File: src/rtl/mem_arbiter_if.sv
// Bus bundle between the core control units / shared RAM and the arbiter.
// slave  : arbiter side (consumes requests, drives memory port and acks).
// master : environment side (cores plus the memory model).
interface mem_arbiter_if #(
  parameter int NUM_CORES  = 4,
  parameter int ADDR_WIDTH = 16,
  parameter int DATA_WIDTH = 8
);
  logic [NUM_CORES-1:0]            req;
  logic [NUM_CORES-1:0]            we;
  logic [NUM_CORES*ADDR_WIDTH-1:0] addr;
  logic [NUM_CORES*DATA_WIDTH-1:0] wdata;
  logic [NUM_CORES-1:0]            ack;
  logic [DATA_WIDTH-1:0]           rdata;
  logic                            mem_en;
  logic                            mem_we;
  logic [ADDR_WIDTH-1:0]           mem_addr;
  logic [DATA_WIDTH-1:0]           mem_wdata;
  logic [DATA_WIDTH-1:0]           mem_rdata;
  logic                            busy;

  modport slave (
    input  req, we, addr, wdata, mem_rdata,
    output ack, rdata, mem_en, mem_we, mem_addr, mem_wdata, busy
  );

  modport master (
    output req, we, addr, wdata, mem_rdata,
    input  ack, rdata, mem_en, mem_we, mem_addr, mem_wdata, busy
  );
endinterface

File: src/rtl/mem_arbiter.sv
// Round-robin arbiter sharing one single-port data RAM between NUM_CORES
// core control units. One access in flight at a time: IDLE (arbitrate),
// ISSUE (drive RAM), RESP (sample read data), with the ack landing in the
// next IDLE cycle so back-to-back accesses take 3 cycles each.
module mem_arbiter #(
  parameter int NUM_CORES  = 4,
  parameter int ADDR_WIDTH = 16,
  parameter int DATA_WIDTH = 8
) (
  input  logic          clk,
  input  logic          reset,
  mem_arbiter_if.slave  bus
);

  localparam int              LG_W      = (NUM_CORES > 1) ? $clog2(NUM_CORES) : 1;
  localparam logic [LG_W-1:0] LAST_CORE = LG_W'(NUM_CORES - 1);

  typedef enum logic [1:0] {
    IDLE  = 2'd0,
    ISSUE = 2'd1,
    RESP  = 2'd2
  } state_t;

  state_t                 state_q, state_d;

  logic [LG_W-1:0]        grant_q, grant_d;
  logic [LG_W-1:0]        last_grant_q, last_grant_d;
  logic                   we_q, we_d;
  logic [ADDR_WIDTH-1:0]  addr_q, addr_d;
  logic [DATA_WIDTH-1:0]  wdata_q, wdata_d;
  logic [NUM_CORES-1:0]   ack_q, ack_d;
  logic [DATA_WIDTH-1:0]  rdata_q, rdata_d;

  logic [NUM_CORES-1:0]   eligible;
  logic                   win_found;
  logic [LG_W-1:0]        win_idx;
  logic [LG_W-1:0]        cand;
  logic [ADDR_WIDTH-1:0]  addr_arr  [NUM_CORES];
  logic [DATA_WIDTH-1:0]  wdata_arr [NUM_CORES];

  // The core being acked this cycle is still holding req; mask it so it is
  // not immediately re-granted on a request it is about to drop.
  assign eligible = bus.req & ~ack_q;

  // Split the flat per-core address / write-data buses into indexable arrays.
  always_comb begin
    for (int i = 0; i < NUM_CORES; i++) begin
      addr_arr[i]  = bus.addr[i*ADDR_WIDTH +: ADDR_WIDTH];
      wdata_arr[i] = bus.wdata[i*DATA_WIDTH +: DATA_WIDTH];
    end
  end

  // Round-robin pick: walk from last_grant+1, wrapping at NUM_CORES, first hit wins.
  always_comb begin
    win_found = 1'b0;
    win_idx   = last_grant_q;
    cand      = last_grant_q;
    for (int i = 0; i < NUM_CORES; i++) begin
      cand = (cand == LAST_CORE) ? '0 : cand + LG_W'(1);
      if (!win_found && eligible[cand]) begin
        win_found = 1'b1;
        win_idx   = cand;
      end
    end
  end

  // State register.
  always_ff @(posedge clk) begin
    if (reset) begin
      state_q <= IDLE;
    end else begin
      state_q <= state_d;
    end
  end

  // Next-state logic: ISSUE and RESP always last exactly one cycle.
  always_comb begin
    state_d = state_q;
    case (state_q)
      IDLE:    if (win_found) state_d = ISSUE;
      ISSUE:   state_d = RESP;
      RESP:    state_d = IDLE;
      default: state_d = IDLE;
    endcase
  end

  // FSM outputs: the RAM is only enabled in ISSUE; busy covers ISSUE and RESP.
  always_comb begin
    bus.mem_en = 1'b0;
    bus.mem_we = 1'b0;
    bus.busy   = 1'b0;
    case (state_q)
      ISSUE: begin
        bus.mem_en = 1'b1;
        bus.mem_we = we_q;
        bus.busy   = 1'b1;
      end
      RESP: begin
        bus.busy   = 1'b1;
      end
      default: ;
    endcase
  end

  // Datapath next-state: latch the winner's request at arbitration so later
  // input changes cannot disturb the access in flight; ack/rdata out of RESP.
  always_comb begin
    grant_d      = grant_q;
    last_grant_d = last_grant_q;
    we_d         = we_q;
    addr_d       = addr_q;
    wdata_d      = wdata_q;
    ack_d        = '0;
    rdata_d      = rdata_q;
    if (state_q == IDLE && win_found) begin
      grant_d      = win_idx;
      last_grant_d = win_idx;
      we_d         = bus.we[win_idx];
      addr_d       = addr_arr[win_idx];
      wdata_d      = wdata_arr[win_idx];
    end
    if (state_q == RESP) begin
      ack_d[grant_q] = 1'b1;
      if (!we_q) begin
        rdata_d = bus.mem_rdata;
      end
    end
  end

  // Datapath registers; reset aborts any access in flight (no ack, rdata cleared)
  // and gives core 0 first priority.
  always_ff @(posedge clk) begin
    if (reset) begin
      grant_q      <= '0;
      last_grant_q <= LAST_CORE;
      we_q         <= 1'b0;
      addr_q       <= '0;
      wdata_q      <= '0;
      ack_q        <= '0;
      rdata_q      <= '0;
    end else begin
      grant_q      <= grant_d;
      last_grant_q <= last_grant_d;
      we_q         <= we_d;
      addr_q       <= addr_d;
      wdata_q      <= wdata_d;
      ack_q        <= ack_d;
      rdata_q      <= rdata_d;
    end
  end

  assign bus.ack       = ack_q;
  assign bus.rdata     = rdata_q;
  assign bus.mem_addr  = addr_q;
  assign bus.mem_wdata = wdata_q;

endmodule

File: src/flat_wrapper.sv
// flat-port wrapper written by rule: the top's interface ports become plain ports
module mem_arbiter_flat 
#(
  parameter int NUM_CORES  = 4,
  parameter int ADDR_WIDTH = 16,
  parameter int DATA_WIDTH = 8
)
  (clk, reset, bus_req, bus_we, bus_addr, bus_wdata, bus_mem_rdata, bus_ack, bus_rdata, bus_mem_en, bus_mem_we, bus_mem_addr, bus_mem_wdata, bus_busy);
  mem_arbiter_if #(.NUM_CORES(NUM_CORES), .ADDR_WIDTH(ADDR_WIDTH), .DATA_WIDTH(DATA_WIDTH)) bus_i ();
  input  logic clk;
  input  logic reset;
  input wire logic [$bits(bus_i.req)-1:0] bus_req;
  input wire logic [$bits(bus_i.we)-1:0] bus_we;
  input wire logic [$bits(bus_i.addr)-1:0] bus_addr;
  input wire logic [$bits(bus_i.wdata)-1:0] bus_wdata;
  input wire logic [$bits(bus_i.mem_rdata)-1:0] bus_mem_rdata;
  output wire logic [$bits(bus_i.ack)-1:0] bus_ack;
  output wire logic [$bits(bus_i.rdata)-1:0] bus_rdata;
  output wire logic [$bits(bus_i.mem_en)-1:0] bus_mem_en;
  output wire logic [$bits(bus_i.mem_we)-1:0] bus_mem_we;
  output wire logic [$bits(bus_i.mem_addr)-1:0] bus_mem_addr;
  output wire logic [$bits(bus_i.mem_wdata)-1:0] bus_mem_wdata;
  output wire logic [$bits(bus_i.busy)-1:0] bus_busy;
  assign bus_i.req = bus_req;
  assign bus_i.we = bus_we;
  assign bus_i.addr = bus_addr;
  assign bus_i.wdata = bus_wdata;
  assign bus_i.mem_rdata = bus_mem_rdata;
  assign bus_ack = bus_i.ack;
  assign bus_rdata = bus_i.rdata;
  assign bus_mem_en = bus_i.mem_en;
  assign bus_mem_we = bus_i.mem_we;
  assign bus_mem_addr = bus_i.mem_addr;
  assign bus_mem_wdata = bus_i.mem_wdata;
  assign bus_busy = bus_i.busy;
  mem_arbiter #(.NUM_CORES(NUM_CORES), .ADDR_WIDTH(ADDR_WIDTH), .DATA_WIDTH(DATA_WIDTH)) u_core (.clk(clk), .reset(reset), .bus(bus_i));
endmodule
File: config.mk
export PLATFORM = sky130hd
export DESIGN_NAME = mem_arbiter_flat
export DESIGN_NICKNAME = d
export VERILOG_FILES = /design/src/rtl/mem_arbiter_if.sv /design/src/rtl/mem_arbiter.sv /design/src/flat_wrapper.sv
export SDC_FILE = /design/constraint.sdc
export NUM_CORES = 1
export LEC_CHECK = 0
export BUFFER_PORTS_ARGS = -buffer_cell sky130_fd_sc_hd__buf_2
export CORE_ASPECT_RATIO = 1.2
export CORE_MARGIN = 2
export CORE_UTILIZATION = 48
export DETAILED_ROUTE_END_ITERATION = 16
export GPL_ROUTABILITY_DRIVEN = 1
export GPL_TIMING_DRIVEN = 0
export PLACE_DENSITY_LB_ADDON = 0.08
export SYNTH_ARGS = -nofsm -noshare
export SYNTH_HDL_FRONTEND = slang
export SYNTH_SLANG_ARGS = --single-unit
File: constraint.sdc
create_clock -name clk -period 3.4 [get_ports clk]
set_clock_uncertainty 0.05 [all_clocks]
set_input_delay 0.34 -clock clk [delete_from_list [all_inputs] [get_ports clk]]
set_output_delay 0.34 -clock clk [all_outputs]
set_load 0.02 [all_outputs]
==> flow_summary.ini <==
[run_status]
run_status = finished clean

[synthesis]
synth.top_cells.by_count = 59 x nand2_1, 43 x dfxtp_1, 33 x mux2i_1
post_synth_inst_count = 277
post_synthesis_adder_cell_area_fraction_pct = 1.911
synth_seq_cells = 43
synthDominantCellAreaShare_pct = 32.87
synth_compound_area_share_pct = 18.59
yosys.area_share.simple_pct = 18.06
top_ff_cell_synth = dfxtp_1
synth_area_per_cell_um2 = 9.454
number_of_enable_type_register_cells_in_the_synthesized_netlist = 0
synth_largest_area_cell = dfxtp_1
synth.lib_cells_used.distinct = 43
async_reset_ff_share_pct = 0
ys_warn_count = 0
xor_xnor_fraction_of_synth_area_pct = 0
synthesized_cell_area_mm2 = 0.002619
synth_top_family_by_area = multiplexers
synth.most_common_cell = nand2_1
synth_fp_nets = 395
netlist_top_cells_area = dfxtp_1 33%, mux2i_1 13%, mux2_2 11%
synth_mux_area_share_pct = 23.36
synth-seq-area-share_pct = 32.87

[route]
post_detailed_route_count_of_antenna_violating_nets = 0
drc = 0
via_count = 2567
drt_pre_antenna_iters = 4
detail_route.vias_per_cell = 5.155
detail_route.wl_per_cell_um = 13.59
drt_iter0_markers = 87
postRouteWirelength_mm = 6.768

[global_routing]
gr-usage-all-layers_pct = 22.46
grt_start_max_net_pins = 16
overflow = 0
vias_in_the_first_global_route = 2494
grt_pass1_wl_mm = 10.99
number_of_antenna_violations_at_the_first_check_in_global_routing = 0

[clock_tree]
cts.repair.resized = 0
cts_buffers = 5
tritoncts = built
cts.root.buffer_cell = clkbuf_8
cts_hold_buffers = 0
cts.clk_slew.worst_paths_ns = 0.09
clk_latency_ns = 0.30
clock_tree_sinks = 43
htree_levels = 2
cts_buffer_depth = 2
post-cts-setup-buffers = 0

[timing]
layout_min_cycle_time_ns = 2.734
setup_violations = 0
fin_crit_sh_pct = 80.41
timing_max_transition_violations_final = 0
setup-tns-final_ns = 0
slew_of_the_pin_with_the_lowest_slew_margin_ns = 0.5605
rsz0062_at_grt = no
fmax_mhz = 365.8
final.hold.worst_slack_ns = 0.2202
maxSlewHeadroom_pct = 62.63
timing_hold_violations_final = 0
post-route-worst-setup-slack_ns = 0.6660

[floorplan]
start_util_pct = 49.77
fp.dieArea_mm2 = 0.006065
chipHeight_um = 84.91
core_region_area_mm2 = 0.005261
top_level_ports = 153
die-width_um = 71.43
row_count = 29

[placement]
io_buffers = 151
routabilityCongestion = 0.8170
place_worst_setup_slack_ns = 0.6692
place_area_mm2 = 0.003452
hpwl_mm = 5.420

[pwr]
power_density_mw_per_mm2 = 628.2
design_power_total_mw = 2.241
power.leakage_nw = 1.813
vdd_ir_drop_max_v = 0.0003617

[hold_path]
worstHoldStart = bus_mem_rdata[6]
hp-class = input pin to register

[setup_path]
startpoint_class = register
critPathArrivalTime_ns = 2.87
timing.critical_path.to_type = register
crit_path_max_fanout = 10
reg2reg_from = u_core.last_grant_q[0]
crit_type = register to register
worstSetupStartpoint = u_core.last_grant_q[0]
critical_path_required_ns = 3.54

[flow_run]
cap_viol_max_count = 0

[finish]
antenna_cells = 0
nets = 553
layout-drive-gt1-share_pct = 51.15
synthToLayoutAreaGrowth_pct = 36.22
final_area_mm2 = 0.003567
[cell usage in the layout, fill, tap and decap left out, types with 2 or more instances in the layout]
cell type	n
or3_1	2
nor3b_1	2
nor2b_1	4
nor2_1	14
a21oi_1	8
buf_2	159
buf_12	2
dfxtp_1	43
clkbuf_8	5
mux2_2	25
o211ai_2	20
nand4_1	2
nor3_1	2
nand2_1	59
mux2i_1	33
inv_1	3
and2b_1	3
o221ai_1	2
nand3_1	4
o211ai_1	5
o21ai_0	2
buf_6	2
clkbuf_1	5
ha_1	4
nand2b_1	4
[worst max-delay path: stages (launching register included)]
cell	delay, ns
dfxtp_1	0.35
ha_1	0.23
or2_1	0.22
buf_6	0.14
a41oi_1	0.22
o221ai_1	0.12
o21ai_1	0.39
buf_2	0.38
mux2_2	0.37
nand2_1	0.08
o211ai_2	0.07
[final timing paths]
path | to | slack [ns] | depth (start not counted)
setup / recovery | u_core.bus.mem_wdata[1] | 0.67 | 10
hold / removal | u_core.bus.rdata[6] | 0.22 | 3
setup reg to reg | u_core.bus.mem_wdata[1] | 0.67 | 10
hold reg to reg | u_core.bus.mem_addr[5] | 0.42 | 2
[report_power, final]
part	internal (mW)	switching (mW)
sequential	0.630	0.0675
clock	0.221	0.191
combinational	0.508	0.623
total	1.36	0.882
[registers in the layout, indices dropped and copies added (netlist names)]
name,cells
u_core.bus.ack,4
u_core.bus.mem_addr,16
u_core.bus.mem_wdata,8
u_core.bus.rdata,8
u_core.grant_q,2
u_core.last_grant_q,2
u_core.state_q,2
u_core.we_q,1
[layer usage]
layer / global-route usage [%] / share of wire [%] / up-vias
met1: 26.24 / 40 / 1153
li1: - / - / 1303
met3: 5.344 / 7.1 / 8
met4: 7.547 / 1.5 / 0
met5: 0 / 0 / -
met2: 39.81 / 51 / 103
[cell families (layout without fill, tap and decap cells)]
family          after synthesis  in the layout
mux                          58             58
buf+inv                      21            180
fa+ha+maj                     4              4
simple gates                103            103
compound gates               48             48
flops                        43             43
[layout make-up]
type | count | area (um2)
plain buffers | 18 | 125.1
clock buffers | 5 | 68.82
clock inverters | 3 | 46.29
fillers | 435 | 1694
inverters | 3 | 11.26
multi-input cells | 213 | 1622
flip-flops and latches | 43 | 860.8
well taps | 62 | 77.57
repair buffers | 151 | 755.7
[metrics by stage]
step	util (%)	cells
final	67.80	498
after global routing	67.80	498
after CTS	67.80	498
after detailed placement	65.61	490
after global placement	65.61	490
after floorplan	-	277
Power figures use the tool's default switching activity.
